==> src/rtl/mem_pkg.sv <==
// mem_pkg: shared types and defaults for the external memory port arbiter.
//   - arb_state_e : arbiter FSM states
//   - *_DEF       : default widths / timeout
//   - cnt_width() : width of the timeout counter for a given TIMEOUT
package mem_pkg;

   localparam int ADDR_W_DEF  = 16;
   localparam int DATA_W_DEF  = 32;
   localparam int TIMEOUT_DEF = 255;
   localparam int CNT_W_DEF   = $clog2(TIMEOUT_DEF + 1);

   typedef enum logic [1:0] {
      IDLE   = 2'd0,
      BUSY_I = 2'd1,
      BUSY_D = 2'd2
   } arb_state_e;

   // Counter must be able to hold the value TIMEOUT itself.
   function automatic int cnt_width(input int timeout);
      return (timeout < 1) ? 1 : $clog2(timeout + 1);
   endfunction

endpackage

==> src/rtl/mem_port_arbiter_if.sv <==
// mem_port_arbiter_if: requester and external-memory signals of the arbiter.
//   slave  : arbiter side (takes IF/MEM requests, drives ext_mem_* commands)
//   master : environment side (requesters + memory model)
interface mem_port_arbiter_if
   import mem_pkg::*;
#(
   parameter int ADDR_W = ADDR_W_DEF,
   parameter int DATA_W = DATA_W_DEF
);
   // instruction-fetch requester
   logic              if_req;
   logic [ADDR_W-1:0] if_addr;
   logic [DATA_W-1:0] if_rdata;
   logic              if_ack;
   // MEM-stage data requester
   logic              d_req;
   logic              d_we;
   logic [ADDR_W-1:0] d_addr;
   logic [DATA_W-1:0] d_wdata;
   logic [DATA_W-1:0] d_rdata;
   logic              d_ack;
   // external memory
   logic [ADDR_W-1:0] ext_mem_addr;
   logic [DATA_W-1:0] ext_mem_wdata;
   logic              ext_mem_write;
   logic              ext_mem_read;
   logic [DATA_W-1:0] ext_mem_rdata;
   logic              ext_mem_ready;
   // status
   logic              stall;
   logic              timeout_err;

   modport slave (
      input  if_req, if_addr, d_req, d_we, d_addr, d_wdata, ext_mem_rdata, ext_mem_ready,
      output if_rdata, if_ack, d_rdata, d_ack, ext_mem_addr, ext_mem_wdata,
             ext_mem_write, ext_mem_read, stall, timeout_err
   );

   modport master (
      output if_req, if_addr, d_req, d_we, d_addr, d_wdata, ext_mem_rdata, ext_mem_ready,
      input  if_rdata, if_ack, d_rdata, d_ack, ext_mem_addr, ext_mem_wdata,
             ext_mem_write, ext_mem_read, stall, timeout_err
   );

endinterface

==> src/rtl/mem_timeout_cnt.sv <==
// mem_timeout_cnt: clearable saturating up-counter.
//   clk, rst : clock, async active-low reset
//   clr      : load zero (wins over en)
//   en       : count up by one, saturating at all-ones
//   hit      : counter value equals LIMIT
module mem_timeout_cnt #(
   parameter int CNT_W = 8,
   parameter int LIMIT = 255
) (
   input  logic clk,
   input  logic rst,
   input  logic clr,
   input  logic en,
   output logic hit
);

   logic [CNT_W-1:0] cnt_q, cnt_d;

   always_comb begin
      cnt_d = cnt_q;
      if (clr)
         cnt_d = '0;
      else if (en && (cnt_q != {CNT_W{1'b1}}))
         cnt_d = cnt_q + 1'b1;
   end

   always_ff @(posedge clk or negedge rst) begin
      if (!rst) cnt_q <= '0;
      else      cnt_q <= cnt_d;
   end

   assign hit = (cnt_q == CNT_W'(LIMIT));

endmodule

==> src/rtl/mem_port_arbiter.sv <==
// mem_port_arbiter: shares one external memory port between instruction fetch
// and the MEM-stage data requester, one word transaction at a time.
//   clk, rst : clock, async active-low reset
//   bus      : slave side of mem_port_arbiter_if
//              if_*      fetch request / ack / read data
//              d_*       load/store request / ack / read data
//              ext_mem_* registered memory command, rdata/ready from memory
//              stall     d_req & ~d_ack
//              timeout_err sticky, set when a transaction is aborted
// Commands are registered: a request sampled in IDLE shows on ext_mem_* the
// next cycle; ready sampled in a busy cycle produces the ack one cycle later.
module mem_port_arbiter
   import mem_pkg::*;
#(
   parameter int ADDR_W  = ADDR_W_DEF,
   parameter int DATA_W  = DATA_W_DEF,
   parameter int TIMEOUT = TIMEOUT_DEF
) (
   input  logic              clk,
   input  logic              rst,
   mem_port_arbiter_if.slave bus
);

   localparam int CNT_W = cnt_width(TIMEOUT);

   arb_state_e        state_q, state_d;
   logic              last_d_q, last_d_d;
   logic [ADDR_W-1:0] addr_q, addr_d;
   logic [DATA_W-1:0] wdata_q, wdata_d;
   logic [DATA_W-1:0] if_rdata_q, if_rdata_d;
   logic [DATA_W-1:0] d_rdata_q, d_rdata_d;
   logic              rd_q, rd_d, wr_q, wr_d;
   logic              if_ack_q, if_ack_d, d_ack_q, d_ack_d;
   logic              terr_q, terr_d;
   logic              grant, busy, hit, ack_gap, pick_d;

   assign busy    = (state_q == BUSY_I) || (state_q == BUSY_D);
   // The ack cycle is spent in IDLE without granting, so a requester that
   // still holds req while its ack is on the wire is not served twice.
   assign ack_gap = if_ack_q | d_ack_q;
   // Tie goes to whoever was not served last.
   assign pick_d  = bus.d_req & (~bus.if_req | ~last_d_q);

   always_comb begin
      state_d    = state_q;
      last_d_d   = last_d_q;
      addr_d     = addr_q;
      wdata_d    = wdata_q;
      if_rdata_d = if_rdata_q;
      d_rdata_d  = d_rdata_q;
      rd_d       = rd_q;
      wr_d       = wr_q;
      terr_d     = terr_q;
      if_ack_d   = 1'b0;
      d_ack_d    = 1'b0;
      grant      = 1'b0;
      case (state_q)
         IDLE: begin
            if (!ack_gap && (bus.d_req || bus.if_req)) begin
               grant = 1'b1;
               if (pick_d) begin
                  state_d = BUSY_D;
                  addr_d  = bus.d_addr;
                  wdata_d = bus.d_wdata;
                  rd_d    = ~bus.d_we;
                  wr_d    = bus.d_we;
               end else begin
                  state_d = BUSY_I;
                  addr_d  = bus.if_addr;
                  rd_d    = 1'b1;
                  wr_d    = 1'b0;
               end
            end
         end
         BUSY_I, BUSY_D: begin
            // Ready wins over a simultaneous timeout hit.
            if (bus.ext_mem_ready || hit) begin
               state_d  = IDLE;
               rd_d     = 1'b0;
               wr_d     = 1'b0;
               last_d_d = (state_q == BUSY_D);
               if (!bus.ext_mem_ready) terr_d = 1'b1;
               if (state_q == BUSY_D) begin
                  d_ack_d = 1'b1;
                  if (!bus.ext_mem_ready) d_rdata_d = '0;
                  else if (!wr_q)         d_rdata_d = bus.ext_mem_rdata;
               end else begin
                  if_ack_d   = 1'b1;
                  if_rdata_d = bus.ext_mem_ready ? bus.ext_mem_rdata : '0;
               end
            end
         end
         default: state_d = IDLE;
      endcase
   end

   always_ff @(posedge clk or negedge rst) begin
      if (!rst) begin
         state_q    <= IDLE;
         last_d_q   <= 1'b0;
         addr_q     <= '0;
         wdata_q    <= '0;
         if_rdata_q <= '0;
         d_rdata_q  <= '0;
         rd_q       <= 1'b0;
         wr_q       <= 1'b0;
         if_ack_q   <= 1'b0;
         d_ack_q    <= 1'b0;
         terr_q     <= 1'b0;
      end else begin
         state_q    <= state_d;
         last_d_q   <= last_d_d;
         addr_q     <= addr_d;
         wdata_q    <= wdata_d;
         if_rdata_q <= if_rdata_d;
         d_rdata_q  <= d_rdata_d;
         rd_q       <= rd_d;
         wr_q       <= wr_d;
         if_ack_q   <= if_ack_d;
         d_ack_q    <= d_ack_d;
         terr_q     <= terr_d;
      end
   end

   mem_timeout_cnt #(
      .CNT_W (CNT_W),
      .LIMIT (TIMEOUT)
   ) u_timeout_cnt (
      .clk (clk),
      .rst (rst),
      .clr (grant),
      .en  (busy),
      .hit (hit)
   );

   assign bus.ext_mem_addr  = addr_q;
   assign bus.ext_mem_wdata = wdata_q;
   assign bus.ext_mem_read  = rd_q;
   assign bus.ext_mem_write = wr_q;
   assign bus.if_rdata      = if_rdata_q;
   assign bus.if_ack        = if_ack_q;
   assign bus.d_rdata       = d_rdata_q;
   assign bus.d_ack         = d_ack_q;
   assign bus.timeout_err   = terr_q;
   assign bus.stall         = bus.d_req & ~d_ack_q;

endmodule

==> src/flat_wrapper.sv <==
// flat-port wrapper written by rule: the top's interface ports become plain ports
module mem_port_arbiter_flat import mem_pkg::*;
#(
   parameter int ADDR_W  = ADDR_W_DEF,
   parameter int DATA_W  = DATA_W_DEF,
   parameter int TIMEOUT = TIMEOUT_DEF
)
  (clk, rst, bus_if_req, bus_if_addr, bus_d_req, bus_d_we, bus_d_addr, bus_d_wdata, bus_ext_mem_rdata, bus_ext_mem_ready, bus_if_rdata, bus_if_ack, bus_d_rdata, bus_d_ack, bus_ext_mem_addr, bus_ext_mem_wdata, bus_ext_mem_write, bus_ext_mem_read, bus_stall, bus_timeout_err);
  mem_port_arbiter_if #(.ADDR_W(ADDR_W), .DATA_W(DATA_W)) bus_i ();
  input  logic clk;
  input  logic rst;
  input wire logic [$bits(bus_i.if_req)-1:0] bus_if_req;
  input wire logic [$bits(bus_i.if_addr)-1:0] bus_if_addr;
  input wire logic [$bits(bus_i.d_req)-1:0] bus_d_req;
  input wire logic [$bits(bus_i.d_we)-1:0] bus_d_we;
  input wire logic [$bits(bus_i.d_addr)-1:0] bus_d_addr;
  input wire logic [$bits(bus_i.d_wdata)-1:0] bus_d_wdata;
  input wire logic [$bits(bus_i.ext_mem_rdata)-1:0] bus_ext_mem_rdata;
  input wire logic [$bits(bus_i.ext_mem_ready)-1:0] bus_ext_mem_ready;
  output wire logic [$bits(bus_i.if_rdata)-1:0] bus_if_rdata;
  output wire logic [$bits(bus_i.if_ack)-1:0] bus_if_ack;
  output wire logic [$bits(bus_i.d_rdata)-1:0] bus_d_rdata;
  output wire logic [$bits(bus_i.d_ack)-1:0] bus_d_ack;
  output wire logic [$bits(bus_i.ext_mem_addr)-1:0] bus_ext_mem_addr;
  output wire logic [$bits(bus_i.ext_mem_wdata)-1:0] bus_ext_mem_wdata;
  output wire logic [$bits(bus_i.ext_mem_write)-1:0] bus_ext_mem_write;
  output wire logic [$bits(bus_i.ext_mem_read)-1:0] bus_ext_mem_read;
  output wire logic [$bits(bus_i.stall)-1:0] bus_stall;
  output wire logic [$bits(bus_i.timeout_err)-1:0] bus_timeout_err;
  assign bus_i.if_req = bus_if_req;
  assign bus_i.if_addr = bus_if_addr;
  assign bus_i.d_req = bus_d_req;
  assign bus_i.d_we = bus_d_we;
  assign bus_i.d_addr = bus_d_addr;
  assign bus_i.d_wdata = bus_d_wdata;
  assign bus_i.ext_mem_rdata = bus_ext_mem_rdata;
  assign bus_i.ext_mem_ready = bus_ext_mem_ready;
  assign bus_if_rdata = bus_i.if_rdata;
  assign bus_if_ack = bus_i.if_ack;
  assign bus_d_rdata = bus_i.d_rdata;
  assign bus_d_ack = bus_i.d_ack;
  assign bus_ext_mem_addr = bus_i.ext_mem_addr;
  assign bus_ext_mem_wdata = bus_i.ext_mem_wdata;
  assign bus_ext_mem_write = bus_i.ext_mem_write;
  assign bus_ext_mem_read = bus_i.ext_mem_read;
  assign bus_stall = bus_i.stall;
  assign bus_timeout_err = bus_i.timeout_err;
  mem_port_arbiter #(.ADDR_W(ADDR_W), .DATA_W(DATA_W), .TIMEOUT(TIMEOUT)) u_core (.clk(clk), .rst(rst), .bus(bus_i));
endmodule
==> config.mk <==
export PLATFORM = sky130hd
export DESIGN_NAME = mem_port_arbiter_flat
export DESIGN_NICKNAME = d
export VERILOG_FILES = /design/src/rtl/mem_pkg.sv /design/src/rtl/mem_port_arbiter_if.sv /design/src/rtl/mem_timeout_cnt.sv /design/src/rtl/mem_port_arbiter.sv /design/src/flat_wrapper.sv
export SDC_FILE = /design/constraint.sdc
export NUM_CORES = 1
export LEC_CHECK = 0
export BUFFER_PORTS_ARGS = -buffer_cell sky130_fd_sc_hd__buf_2
export CAP_MARGIN = 30
export CORE_ASPECT_RATIO = 1.4
export CORE_MARGIN = 10
export CORE_UTILIZATION = 48
export CTS_CLUSTER_SIZE = 30
export DETAILED_ROUTE_END_ITERATION = 6
export PLACE_DENSITY = 0.8
export SLEW_MARGIN = 20
export SYNTH_ARGS = -nofsm -noshare
export SYNTH_HDL_FRONTEND = slang
export SYNTH_SLANG_ARGS = --single-unit
==> constraint.sdc <==
create_clock -name clk -period 2.28 [get_ports clk]
set_input_delay 0.342 -clock clk [delete_from_list [all_inputs] [get_ports clk]]
set_output_delay 0.342 -clock clk [all_outputs]
set_load 0.05 [all_outputs]
## Word-level counts from Yosys, hierarchy flattened

Index checks and enable logic that the tools add are counted.

| operators by class | value |
|---|---|
| multiplexer cells | 25 |
| eq/ne operators | 7 |
| add/sub/neg operators | 1 |
| bitwise operators | 10 |
| reduce and logical (&&, ||, !) cells | 18 |

Operator list:

| kind | number |
|---|---|
| 2-to-1 mux 32 bit | 3 |
| 2-to-1 mux 16 bit | 1 |
| 2-to-1 mux 8 bit | 2 |
| 2-to-1 mux 1 bit | 13 |
| AND reduction 3 bit | 4 |
| adder 8 x 1 -> 8 bit, second input constant | 1 |
| equality test 8 bit, second input constant | 1 |
| inequality test 8 bit, second input constant | 1 |
| 2-to-1 mux 2 bit | 3 |
| NOT 1 bit | 6 |
| AND reduction 2 bit | 3 |
| inequality test 2 x 1 -> 1 bit, second input constant | 2 |
| one-hot mux 1 bit (2 select lines) | 2 |
| one-hot mux 2 bit (2 select lines) | 1 |
| AND reduction 4 bit | 1 |
| nonzero test 2 bit | 2 |
| logical OR 1 bit | 3 |
| bitwise AND 1 bit | 2 |
| equality test 2 x 1 -> 1 bit, second input constant | 1 |
| equality test 2 bit, second input constant | 1 |
| logical AND 1 bit | 2 |
| logical NOT 2 bit | 1 |
| inequality test 2 bit, second input constant | 1 |
| OR 1 bit | 2 |
| 2 further kinds | 2 |

| word-level totals | value |
|---|---|
| register bits after elaboration | 128 |
| logic and storage cells | 73 |
| input port bits | 102 |
| output and inout bits | 118 |

## Logic depth before layout (Yosys ltp)

Gate-level depths: netlist of the first run.

| depth | value |
|---|---|
| depth in word-level cells | 6 |
| gate-level depth with buffers | 7 |
| depth with buffers taken out | 6 |

## Modules after synthesis

Synthesis of the first run repeated with hierarchy kept, for this count alone.

| second synthesis, totals | value |
|---|---|
| cells, all modules | 469 |
| area, all modules | 5550.3 um^2 |

Modules (own cells, without submodules):

| module | cells each | area each (um^2) | instances | seq. area each (um^2) |
|---|---|---|---|---|
| mem_port_arbiter | 423 | 5077.4 | 1 | 3002.9 |
| mem_timeout_cnt | 46 | 473.0 | 1 | 200.2 |

## Worst setup path before layout of the first run

OpenSTA, ideal clock, no wires.

| timing path | value |
|---|---|
| kind | register -> register |
| from | register u_core.d_ack_q, in the netlist u_core.bus.d_ack |
| to | register u_core.wdata_q[10], in the netlist u_core.bus.ext_mem_wdata[10] |
| required time | 2.155 ns |
| period minus slack after synthesis | 1.805 ns |
| setup time | 0.125 ns |
| buffers on the path | 2 |
| stages on the path, launching flop included | 7 |
| setup slack | 0.475 ns |
| data arrival time | 1.681 ns |
| cell sequence | dfrtp_1 -> nor2_1 -> and3b_1 -> buf_2 -> nand2_2 -> buf_4 -> mux2_2 |

| between the ends | value |
|---|---|
| cells in the longest elaborated chain, start to end | 4 |

Ends and longest elaborated chain:

| what | line | text |
|---|---|---|
| from (decl) | mem_port_arbiter.sv:33 | `logic if_ack_q, if_ack_d, d_ack_q, d_ack_d;` |
| from (signal assigned) | mem_port_arbiter.sv:120 | `d_ack_q <= d_ack_d;` |
| OR 1 bit | mem_port_arbiter.sv:40 | `assign ack_gap = if_ack_q \| d_ack_q;` |
| logical NOT 1 bit | mem_port_arbiter.sv:59 | `if (!ack_gap && (bus.d_req \|\| bus.if_req)) begin` |
| logical AND 1 bit | mem_port_arbiter.sv:59 |  |
| AND reduction 3 bit (no source line) | n/a |  |
| to (signal assigned) | mem_port_arbiter.sv:114 | `wdata_q <= wdata_d;` |
| to (decl) | mem_port_arbiter.sv:29 | `logic [DATA_W-1:0] wdata_q, wdata_d;` |

No other way between the ends.
A chain may end at the register's enable or synchronous reset.

## Worst setup path after layout of the first run

| timing path | value |
|---|---|
| from | register u_core.u_timeout_cnt.cnt_q[0] |
| to | register u_core.last_d_q |

| between the ends | value |
|---|---|
| cells in the longest elaborated chain, start to end | 3 |

Ends and longest elaborated chain:

| what | line | text |
|---|---|---|
| from (decl) | mem_timeout_cnt.sv:17 | `logic [CNT_W-1:0] cnt_q, cnt_d;` |
| from (signal assigned) | mem_timeout_cnt.sv:29 | `else cnt_q <= cnt_d;` |
| equality test 8 bit | mem_timeout_cnt.sv:32 | `assign hit = (cnt_q == CNT_W'(LIMIT));` |
| logical OR 1 bit | mem_port_arbiter.sv:77 | `if (bus.ext_mem_ready \|\| hit) begin` |
| AND reduction 2 bit (no source line) | n/a |  |
| to (signal assigned) | mem_port_arbiter.sv:112 | `last_d_q <= last_d_d;` |
| to (decl) | mem_port_arbiter.sv:27 | `logic last_d_q, last_d_d;` |

No other way between the ends.

==> results.cfg, run 1 <==
[global_routing]
grt_pass1_vias = 4385
grt_antenna_before_repair = 1
grt_usage = 0.1883
grt_pass1_wl_mm = 23.04
grt_overflow = 0
grt_max_degree = 54

[setup_path]
worstSetupPathType = reg2reg
cp_cell_sequence = ha_1 -> nand3_1 -> nor2_1 -> o21ai_0 -> mux2_2
startpoint_type = flop
timing.rr.end = u_core.last_d_q$_DFFE_PN0P_
ff2ff_path_depth = 5
required_ns = 2.56
cpLargestDelayFamily = flip-flops
reg2reg_slack_ns = 0.36
rr_startpoint = u_core.u_timeout_cnt.cnt_q[0]$_DFFE_PN0P_
cp-end-kind = flop
crit_buf_inv = 0
worst-path-stages = 5
slowest_stage = dfrtp_1
arrival_ns = 2.21
crit_start = u_core.u_timeout_cnt.cnt_q[0]$_DFFE_PN0P_
crit_end = u_core.last_d_q$_DFFE_PN0P_
critical_path.max_fanout = 8
cp_slowest_stage_delay_ns = 0.40

[detailed_routing]
drt_iter0_markers = 149
via_count = 4092
firstDrtPassIters = 4
drc = 0
wl_per_cell_um = 19.78
vias_per_cell = 5.500
drtAntennaViolNets = 0
postRouteWirelength_mm = 14.72

[outcome]
status = finished clean

[synth]
synth_ff_type = dfrtp_1
ys_types = 41
yosysTopAreaCell = dfrtp_1
ys_async_sr_fraction = 1.000
synth_top_area_frac = 0.6220
netlist_area_mm2 = 0.005150
yosysSeqAreaShare = 0.6220
synth_area_leaders = dfrtp_1 (62%), a32o_1 (10%), mux2_2 (7.7%), mux2i_1 (3.3%), a22o_1 (2.0%)
ys_ff_latch = 128
synth_edf_count = 0
syn_avg_cell_area_um2 = 13.84
synth_warnings = 0
postSynthCellCount = 372
synth_nets = 479

[placed_design]
place_ws_ns = 0.3666
io_buffer_count = 219
dp_hpwl_mm = 10.95
placed_cells = 711
place_congestion = 0.8869

[final_layout]
final_cells = 744
nets = 700
drive_above_1_share = 0.5033
num-fill-cells = 781
diodes = 0
synthToLayoutAreaGrowth_pct = 36.71

[floorplanning]
fp.dieH_um = 142.6
die_x_um = 107.5
die_area_mm2 = 0.01533
ios = 220
row_count = 44
core_area_mm2 = 0.01046
initial_core_util = 0.4923

[power_and_ir_drop]
p_leak_nw = 3.565
peakVddDrop_mv = 1.015
powerDensity_mw_per_mm2 = 1891

[sta]
grt_setup_unrepaired = no
min_period_ns = 1.924
finalMaxSlewViolations = 0
max_slew_margin = 0.6504
fin_tns_setup_ns = 0
hold_violations = 0
fin_ws_ns = 0.3559
period_share = 0.8439
clock.fmax_mhz = 519.7
worst_pin_slew_ns = 0.5245
finalSetupViolations = 0
skew_ns = 0.008124

[worst_hold_path]
min_path_type = in2reg
hold_start = bus_d_wdata[11]

[clock_tree]
clock-root-buffer = clkbuf_16
cts_setup_buffers = 0
path_clk_slew_ns = 0.06
cts_tree = built
clock_latency_ns = 0.41
cts_buffer_depth = 2
numCtsBuffers = 17
cts_hold_buf = 1
cts_htree_levels = 4
clock_sinks = 128
cts_resized = 0

[flow_run]
drv_cap = 0
[worst min path at each step]
stage	depth (start not counted)	slack, ns	to
2_1_floorplan	0	0.05	u_core.bus.d_ack$_DFF_PN0_
3_3_place_gp	1	0.35	u_core.bus.ext_mem_addr[4]$_DFFE_PN0P_
4_1_cts	2	0.15	u_core.bus.ext_mem_wdata[11]$_DFFE_PN0P_
6_report	2	0.17	u_core.bus.ext_mem_wdata[11]$_DFFE_PN0P_
5_1_grt	2	0.16	u_core.bus.ext_mem_wdata[11]$_DFFE_PN0P_
3_5_place_dp	1	0.35	u_core.bus.ext_mem_addr[4]$_DFFE_PN0P_
[cell usage in the layout, fill, tap and decap left out, types with 3 or more instances in the layout]
master	synthesis	layout
buf_12	0	3
inv_1	5	5
mux2_2	35	35
nand2_1	19	19
buf_4	6	8
xor2_1	4	4
mux2i_1	17	17
and3_1	3	3
o211ai_1	4	4
a32o_1	52	52
bufinv_16	0	4
a22o_1	12	12
clkinv_2	0	3
clkinv_4	0	3
dfrtp_1	128	128
nor2_1	13	12
o21ai_0	18	18
nand3_1	3	3
ha_1	5	5
buf_2	7	218
clkbuf_16	0	17
[routing by layer]
layer  up-vias  share of wire  global-route usage
met5         -        0.00088                   0
met2       193           0.50              0.3095
met4         2          0.012             0.06700
li1       1849              -                   -
met3        16           0.11             0.09248
met1      2032           0.38              0.2055
[power by group]
group / total (W) / internal, W / switching [W]
registers: 0.00381 / 0.00328 / 0.000531
clock network: 0.00288 / 0.00189 / 0.000988
logic: 0.00662 / 0.00173 / 0.00490
total: 0.0133 / 0.00690 / 0.00642
[cells in the mapped netlist (2+ instances only)]
cell type,count
dfrtp_1,128
a32o_1,52
mux2_2,35
nand2_1,19
o21ai_0,18
mux2i_1,17
nor2_1,13
a22o_1,12
clkbuf_1,12
buf_2,7
buf_4,6
ha_1,5
inv_1,5
o211ai_1,4
xor2_1,4
and3_1,3
nand3_1,3
a21oi_1,2
buf_6,2
o21ai_1,2
o31ai_1,2
or4_1,2
[final cells by class]
class | instances | area [µm²] | share of cell area
Clock buffer | 19 | 452.9 | 0.06433
Clock inverter | 13 | 185.2 | 0.02630
Inverter | 5 | 18.77 | 0.002666
Multi-Input combinational cell | 211 | 1787 | 0.2538
Sequential cell | 128 | 3203 | 0.4549
Tap cell | 138 | 172.7 | 0.02452
Timing Repair Buffer | 230 | 1221 | 0.1734
[kinds of logic (layout without fill, tap and decap cells)]
kind of cell,Yosys count,count (layout),share of synthesized area
mux,52,52,0.1096
fa+ha+maj,5,5,0.01215
simple gates,51,51,0.05272
buf+inv,33,267,0.03304
flops,128,128,0.6220
xor+xnor,5,5,0.008503
compound gates,98,98,0.1621
[per-stage QoR]
stage,area [µm²],power [W],hold WS [ns],util
after CTS,7041,0.01345,0.1522,0.6731
after detailed placement,6392,0.01053,0.3484,0.6111
final,7041,0.01331,0.1651,0.6731
after global placement,6392,0.01035,0.3484,0.6111
after global routing,7041,0.01394,0.1554,0.6731
after floorplan,5150,0.008799,0.04641,-
[flip-flops by register name, indices dropped and copies added (netlist names)]
name	flops
u_core.bus.d_rdata	32
u_core.bus.ext_mem_wdata	32
u_core.bus.if_rdata	32
u_core.bus.ext_mem_addr	16
u_core.u_timeout_cnt.cnt_q	8
u_core.state_q	2
u_core.bus.d_ack	1
u_core.bus.ext_mem_read	1
u_core.bus.ext_mem_write	1
u_core.bus.if_ack	1
u_core.bus.timeout_err	1
u_core.last_d_q	1
Power figures use the tool's default switching activity.
==> inputs of run 2 (changes only) <==
--- a/config.mk
+++ b/config.mk
@@ -9,10 +9,10 @@
 export CAP_MARGIN = 30
 export CORE_ASPECT_RATIO = 1.4
 export CORE_MARGIN = 10
-export CORE_UTILIZATION = 48
+export CORE_UTILIZATION = 43
 export CTS_CLUSTER_SIZE = 30
 export DETAILED_ROUTE_END_ITERATION = 6
-export PLACE_DENSITY = 0.8
+export PLACE_DENSITY = 0.76
 export SLEW_MARGIN = 20
 export SYNTH_ARGS = -nofsm -noshare
 export SYNTH_HDL_FRONTEND = slang
==> constraint.sdc (replaced) <==
create_clock -name clk -period 1.58 [get_ports clk]
set_input_delay 0.237 -clock clk [delete_from_list [all_inputs] [get_ports clk]]
set_output_delay 0.237 -clock clk [all_outputs]
set_load 0.05 [all_outputs]
==> run 2 against run 1 <==
The run now ends with setup timing left. Clock skew increased by 0.0037 ns. Global-route usage decreased by 0.83 points. Worst hold slack got worse by 0.11 ns. First-iteration DRC count increased by 77%. Worst setup slack got worse by 0.43 ns. Clock power increased by 41%. Register-to-register slack got worse by 0.43 ns. Via count increased by 3.8%. Die area increased by 9.7%. Routed wire length increased by 8.0%. Sequential cell count unchanged. Final area increased by 8.0%.
==> results.cfg, run 2 (synthesis results as in run 1) <==
[clock_tree]
path_clk_slew_ns = 0.06
cts_buffer_depth = 2
clock_latency_ns = 0.41
clock_sinks = 128
cts_tree = built
cts_htree_levels = 4
numCtsBuffers = 17
clock-root-buffer = clkbuf_16

[final_layout]
final_common_cell = buf_2
seq_area_mm2 = 0.003207
multi_input_area_mm2 = 0.001931
design_area_mm2 = 0.007606
nets = 737
diodes = 0
num-fill-cells = 919
drive_above_1_share = 0.5583
fin_util = 0.6467
synthToLayoutAreaGrowth_pct = 47.69
layout_common_cells = buf_2 (218), dfrtp_1 (125), a32o_1 (52), buf_4 (32), mux2_2 (27)

[floorplanning]
initial_core_util = 0.4379
row_count = 47
die_area_mm2 = 0.01682
fp.dieH_um = 149.5
die_x_um = 112.5
core_area_mm2 = 0.01176
ios = 220

[global_routing]
grt_max_degree = 61
grt_usage = 0.1800
grt_pass1_wl_mm = 24.23
grt_antenna_before_repair = 0
grt_overflow = 0
grt_pass1_vias = 4679

[detailed_routing]
vias_per_cell = 5.375
wl_per_cell_um = 20.13
postRouteWirelength_mm = 15.90
firstDrtPassIters = 5
drtAntennaViolNets = 0
drt_iter0_markers = 263
via_count = 4246
drc = 0

[sta]
hold_violations = 0
skew_ns = 0.01181
max_slew_margin = 0.7517
period_share = 1.044
worst_pin_slew_ns = 0.3725
min_period_ns = 1.650
fin_ws_ns = -0.06951
clock.fmax_mhz = 606.2
grt_setup_unrepaired = yes
finalMaxSlewViolations = 0
finalSetupViolations = 53

[setup_path]
reg2reg_slack_ns = -0.07
cp-end-kind = flop
startpoint_type = flop
cp_slowest_stage_delay_ns = 0.39
cpLargestDelayFamily = flip-flops
critical_path.max_fanout = 6
cp_cell_sequence = inv_2 -> ha_4 -> buf_6 -> o211a_4 -> nor3b_4 -> mux2_4
required_ns = 1.87
ff2ff_path_depth = 6
worstSetupPathType = reg2reg
worst-path-stages = 6
crit_buf_inv = 2
arrival_ns = 1.94
slowest_stage = dfrtp_1

[power_and_ir_drop]
p_leak_nw = 3.841
peakVddDrop_mv = 1.743
powerDensity_mw_per_mm2 = 2664

[placed_design]
placed_area_mm2 = 0.006608
dp_hpwl_mm = 11.42
place_congestion = 0.7626
io_buffer_count = 219

[worst_hold_path]
min_path_cells = 2
min_path_type = in2reg

[outcome]
violations = setup timing
status = complete, but fails checks

[flow_run]
drv_cap = 0
[run 2: cell count changes in the layout (fill, tap and decap cells not counted), sizes merged]
cell      change
buf          +33
clkbuf        +5
clkinv        -2
inv           +2
bufbuf        +1
bufinv        -1
clkinvlp      -1
[run 2: what timing repair did]
item | in CTS | in global routing
buffers inserted | 6 | 6
pin swaps | 4 | 7
resized for setup | 14 | 23
hold endpoints to repair | 48 | 0
cloned | 1 | 4
setup endpoints to repair | 98 | 94
hold buffers | 1 | 0
[run 2: final timing paths]
kind | start | endpoint
setup / recovery | u_core.state_q[1]$_DFFE_PN0P_ | u_core.bus.ext_mem_write$_DFFE_PN0P_
hold / removal | bus_d_wdata[6] | u_core.bus.ext_mem_wdata[6]$_DFFE_PN0P_
setup reg to reg | u_core.state_q[1]$_DFFE_PN0P_ | u_core.bus.ext_mem_write$_DFFE_PN0P_
hold reg to reg | u_core.bus.ext_mem_addr[9]$_DFFE_PN0P_ | u_core.bus.ext_mem_addr[9]$_DFFE_PN0P_
max in group asynchronous | rst | u_core.u_timeout_cnt.cnt_q[5]$_DFFE_PN0P_
min in group asynchronous | rst | u_core.bus.if_rdata[10]$_DFFE_PN0P_
[run 2: routing by layer]
layer  vias up  GRT usage  routed length (µm)
li1       1939          -                   -
met1      2112     0.1826                5662
met2       175     0.3130                8450
met3        20    0.08814                1555
met4         0    0.06552                 229
met5         -          0                   0
[run 2: where the power goes]
part | switching [W] | internal [W]
sequential | 0.000775 | 0.00474
combinational | 0.00741 | 0.00327
clock | 0.00145 | 0.00262
total | 0.00964 | 0.0106
[run 2: per-stage QoR]
stage / setup TNS [ns] / setup WS, ns / hold WS, ns / power, W / cells
2_1_floorplan: -1.848 / -0.07517 / -0.05859 / 0.01276 / 372
3_3_place_gp: -9.693 / -0.3562 / 0.1073 / 0.01525 / 739
3_5_place_dp: -8.483 / -0.2644 / 0.1148 / 0.01553 / 740
4_1_cts: -0.1595 / -0.08201 / 0.03714 / 0.01995 / 780
5_1_grt: -5.261 / -0.1162 / 0.04222 / 0.02121 / 790
6_report: -0.6866 / -0.06951 / 0.05470 / 0.02027 / 790
[run 2: cell type report]
class	count	area share
flip-flops and latches	128	0.4216
well taps	147	0.02418
repair buffers	267	0.2162
inverters	5	0.002468
clock buffers	21	0.06185
clock inverters	11	0.01990
multi-input cells	211	0.2538
